$ cat config.mk
export PLATFORM = sky130hd
export DESIGN_NAME = pc_redirect_unit
export DESIGN_NICKNAME = d
export VERILOG_FILES = /design/src/rtl/pc_redirect_unit.sv
export SDC_FILE = /design/constraint.sdc
export NUM_CORES = 1
export LEC_CHECK = 0
export CORE_AREA = 2 2 99 101
export CTS_CLUSTER_DIAMETER = 40
export DETAILED_ROUTE_END_ITERATION = 10
export DIE_AREA = 0 0 101 103
export GPL_ROUTABILITY_DRIVEN = 1
export GPL_TIMING_DRIVEN = 0
export PLACE_DENSITY = 0.76
export REMOVE_ABC_BUFFERS = 1
export SYNTH_ARGS = -nofsm -noshare
export SYNTH_HDL_FRONTEND = slang
export SYNTH_SLANG_ARGS = --single-unit
$ cat constraint.sdc
create_clock -name clk -period 1.85 [get_ports clk]
set_clock_uncertainty 0.1 [all_clocks]
set_input_delay 0.2775 -clock clk [delete_from_list [all_inputs] [get_ports clk]]
set_output_delay 0.2775 -clock clk [all_outputs]
set_load 0.01 [all_outputs]
$ cat src/rtl/pc_redirect_unit.sv
// pc_redirect_unit: IF-stage PC with flush/branch redirect, stall-buffered branch target and alignment check
module pc_redirect_unit #(
  parameter int unsigned ADDR_W = 32,
  parameter logic [ADDR_W-1:0] RESET_PC = '0,
  parameter int unsigned STEP = 4,
  parameter int unsigned ALIGN_BITS = 2
) (
  input  logic              clk,
  input  logic              rst,
  input  logic              pc_stall,
  input  logic              if_branch,
  input  logic [ADDR_W-1:0] target_pc,
  input  logic              flush,
  input  logic [ADDR_W-1:0] flush_pc,
  output logic [ADDR_W-1:0] pc,
  output logic              ce,
  output logic              redirect_pending,
  output logic              addr_misalign
);
  localparam logic [ADDR_W-1:0] HI_MASK = {ADDR_W{1'b1}} << ALIGN_BITS;
  localparam logic [ADDR_W-1:0] STEP_W = ADDR_W'(STEP);
  logic [ADDR_W-1:0] pend_pc, ld_pc, ld_al, pc_n, pend_pc_n;
  logic              pend_n, mis_n, capture;
  always_comb begin
    ld_pc     = flush ? flush_pc : target_pc;
    ld_al     = ld_pc & HI_MASK;
    mis_n     = (flush | if_branch) & |(ld_pc & ~HI_MASK);
    capture   = !flush && pc_stall && if_branch;
    pc_n      = flush ? ld_al : pc_stall ? pc : if_branch ? ld_al : redirect_pending ? pend_pc : pc + STEP_W;
    pend_n    = !flush && pc_stall && (if_branch || redirect_pending);
    pend_pc_n = capture ? ld_al : pend_pc;
  end
  always_ff @(posedge clk) begin
    if (rst) begin
      ce               <= 1'b0;
      pc               <= RESET_PC;
      redirect_pending <= 1'b0;
      pend_pc          <= '0;
      addr_misalign    <= 1'b0;
    end else if (!ce) begin
      ce               <= 1'b1;
      pc               <= RESET_PC;
      redirect_pending <= 1'b0;
      addr_misalign    <= 1'b0;
    end else begin
      pc               <= pc_n;
      redirect_pending <= pend_n;
      pend_pc          <= pend_pc_n;
      addr_misalign    <= mis_n;
    end
  end
endmodule

== After elaboration in Yosys (flattened, before gate mapping) ==
Cells that the tools add are included.

* Add/subtract/negate cells: 1
* Multiply operators: 0
* Divide/modulo/power cells: 0
* $lt $le $gt $ge: 0
* Eq/ne operators: 1
* Shifts and indexed selects: 0
* Mux-type cells: 6
* Bitwise logic cells: 3
* Reduce and logical (&&, ||, !) cells: 9

{| class="wikitable"
|+ Operators with widths
! cell !! count
|-
| $mux 32 || 5
|-
| $add 32x3->32 const B || 1
|-
| $reduce_or 2->1 || 2
|-
| $logic_and 1x1->1 || 3
|-
| $reduce_or 3->1 || 1
|-
| $ne 2x1->1 const B || 1
|-
| $reduce_and 2->1 || 1
|-
| $and 1x1->1 || 1
|-
| $logic_not 1->1 || 1
|-
| $logic_or 1x1->1 || 1
|-
| $mux 1 || 1
|-
| $not 1->1 || 1
|-
| $or 1x1->1 || 1
|}

* Register bits: 65
* Bits in latches: 0
* Bits in writable memories: 0
* Bits in read-only memories: 0
* Memories: 0

== Logic depth before layout (Yosys ltp) ==
* Word-level depth: 5
* Gate-level depth with buffers: 7
* Mapped depth without buffers: 6

== Least setup slack after synthesis ==
No wires, ideal clock.

* Kind: register -> register
* Start point: register pc[2]
* End point: register pc[24]
* Arrival: 1603 ps
* Data required time: 1633 ps
* Setup slack: 30 ps
* Cell stages (with the launch flop): 7
* Buffers on the path: 0
* Period minus slack after synthesis: 1820 ps
* Path through: dfxtp_1 -> ha_1 -> and3_2 -> nand4_4 -> nor3_1 -> xor2_1 -> a22o_1

* Longest elaborated chain between the ends: 5

{| class="wikitable"
|+ Ends and longest elaborated chain
! what !! RTL line !! text
|-
| start, declared || 15 || <nowiki>output logic [ADDR_W-1:0] pc,</nowiki>
|-
| start signal, assigned || 46 || <nowiki>pc <= pc_n;</nowiki>
|-
| $add 32x3->32 || 29 || <nowiki>pc_n = flush ? ld_al : pc_stall ? pc : if_branch ? ld_al : redirect_pending ? pend_pc : pc + STEP_W;</nowiki>
|-
| $mux 32 (4 in a row) || 29 ||
|}

No other way between the ends. The select of a mux whose other input is x is not followed.
A chain may end at the register's enable or synchronous reset.

== Final worst setup path ==
* Start point: register pc[2]
* End point: register pc[25]

Same word-level chain as after synthesis.

==> run metrics <==
worst setup path endpoint pc[25]; slowest CP cell dfxtp_4; Final Util 0.585; Critical Path Start Type register; Final Hold Viols 0; total buffers and inverters traversed by the critical path 1; reg2reg setup slack 0.05 ns; first-pass GRT wire length 20300 um; R2R Path Start pc[2]; Synth top area share 0.316; die area 10400 um2; Clk Latency, worst-skew pair 0.34 ns; CTS sink cnt 65; kind of critical path reg2reg; Critical Path Stages 6; H-tree lvl count 3; status complete, no violations; DRC 0; ys async rst share 0; critical path, cell by cell buf_4, and4_2, nand4_4, nor3_1, xor2_1, a22o_1; period utilization 0.975; Post-Synthesis Cell Area 4120 um2; Placer Congestion 0.894; Mapped Cells 534; hold buffers post-CTS 0; grt ovf 0; DIE HEIGHT 103 um; top_reg_cell synth dfxtp_1; commonest cells after routing, fill and taps aside clkdlybuf4s50_1 (98), a21oi_1 (59), nand2_1 (45), dfxtp_1 (45), nor2_1 (41); Critical Path End Type register; worst r2r dst pc[25]; synth top area cells dfxtp_1 (32%), a21oi_1 (7.2%), nor4b_1 (5.7%); initial antenna violation count 0; Initial DRC Count 350; Worst Setup SP pc[2]; Fillers 850; share of layout cells above drive strength 1 0.130; leading area contributor after synthesis dfxtp_1; wire per inst 17.6 um; Req. time, crit path 1.99 ns; library cells used by synthesis 56; IO buf count 103; Antenna Nets Post-Route 0; Site Rows 36; drt first pass iters 5; worst ir drop on vdd 399 uV; Worst-Margin Slew 0.642 ns; Total GRT Usage 0.243; leakage 1.93 nW; critical path fanouts, max 7; Final Net Count 682; Final Setup Violations 0; Power Density 679 nW/um2; Seq/Total Area, Yosys 0.316; core region area 9460 um2; footprint of the multi-input gates 2570 um2; FF-to-FF path depth 6; post-DP HPWL 7840 um; Min-Delay Path Class in2reg; leading cell type in the layout, fill and taps excluded clkdlybuf4s50_1; crit-path max cell delay 0.38 ns; Reg clk slew, reported paths 0.08 ns; root buffer cell clkbuf_8; max-slew violations 0; Via density 5.88; CTS tree yes; largest net degree at the start of global routing 87; Max clock buf depth 2; minimum clock period 1.80 ns; vias in the first global route 4071; Crit path arrival time 1.94 ns; Min Hold Slack 0.305 ns; Die Wd 101 um; Yosys Warn Count 0; f_max 554 MHz; P&R area growth vs syn 34.2%; EDFF count, synth 0; Initial Utilization 0.436; DR vias 4295; Avg Cell Area, Syn 7.72 um2; RSZ-0062 raised after global routing true; Max-slew headroom 0.572; Top delay family on crit path simple AND/OR/NAND/NOR gates; io pins 104; CTS Buf Count 9; sequential cell area 1340 um2; max-cap viol count 0; Post-Route WL 12900 um; Inserted Diodes 0; Yosys reg bits 65
[per-stage QoR]
stage / worst slack, ns / setup TNS, ns / total power, mW / instance area, um2 / cells
floorplan: -0.0345 / -0.0345 / 1.78 / 3860 / 487
global placement: -3.25 / -172.12 / 2.15 / 5030 / 704
detailed placement: -1.80 / -79.70 / 2.16 / 5060 / 706
CTS: 0.00527 / 0 / 3.75 / 5430 / 726
global route: -0.0520 / -0.170 / 3.89 / 5530 / 731
finish: 0.0462 / 0 / 3.76 / 5530 / 731
[worst min path at each step]
| stage | startpoint | end | cells past startpoint |
|---|---|---|---|
| after detailed placement | pc[1] | pc[1] | 1 |
| after global routing | rst | ce | 2 |
| after CTS | rst | ce | 2 |
| after floorplan | rst | pend_pc[20] | 1 |
| after global placement | pc[1] | pc[1] | 1 |
| final | rst | ce | 2 |
[where the power goes]
group | leakage, nW | switching [mW] | internal [mW]
Sequential | 0.539 | 0.0681 | 1.45
Combinational | 1.26 | 0.316 | 0.324
Clock | 0.130 | 0.567 | 1.03
Total | 1.93 | 0.951 | 2.81
[logic make-up (layout without fill, tap and decap cells)]
logic type      Yosys count  in the layout  share of synthesized area
simple gates            224            225                      0.311
compound gates          143            143                      0.218
buf+inv                  71            153                     0.0865
flops                    65             65                      0.316
xor+xnor                 24             24                     0.0510
mux                       6              6                     0.0158
fa+ha+maj                 1              1                    0.00303
[layer usage]
layer	part of all wire	vias to the layer above	wire length [um]	track usage
li1	-	2080	-	-
met1	0.42	2034	5480	0.304
met2	0.49	160	6350	0.422
met3	0.068	21	882	0.0515
met4	0.015	0	189	0.0759
met5	0	-	0	0
[area by class of cell]
type                    count  share of cell area
well taps                 114              0.0258
flip-flops and latches     65               0.242
multi-input cells         399               0.465
clock inverters             6              0.0235
inverters                  24              0.0163
repair buffers            113               0.205
clock buffers              10              0.0231
[repair_timing]
action	in CTS	in global routing
gates cloned	0	1
pin swaps	3	4
gates resized for setup	34	24
endpoints found under the setup margin	66	44
setup buffers	4	4
[state kept, by name, summed over array words and instances (netlist names)]
name              count
pc                   32
addr_misalign         1
redirect_pending      1
pend_pc              30
ce                    1
[synthesized netlist by cell type, types with 11 or more instances]
| library cell | n |
|---|---|
| clkbuf_1 | 27 |
| nor3_1 | 38 |
| nor2_1 | 42 |
| nor4b_1 | 27 |
| nor2b_1 | 11 |
| xnor2_1 | 16 |
| nand3b_1 | 11 |
| o21ai_0 | 35 |
| inv_1 | 24 |
| a21oi_1 | 59 |
| nand2_1 | 47 |
| dfxtp_1 | 65 |
Power figures use the tool's default switching activity.
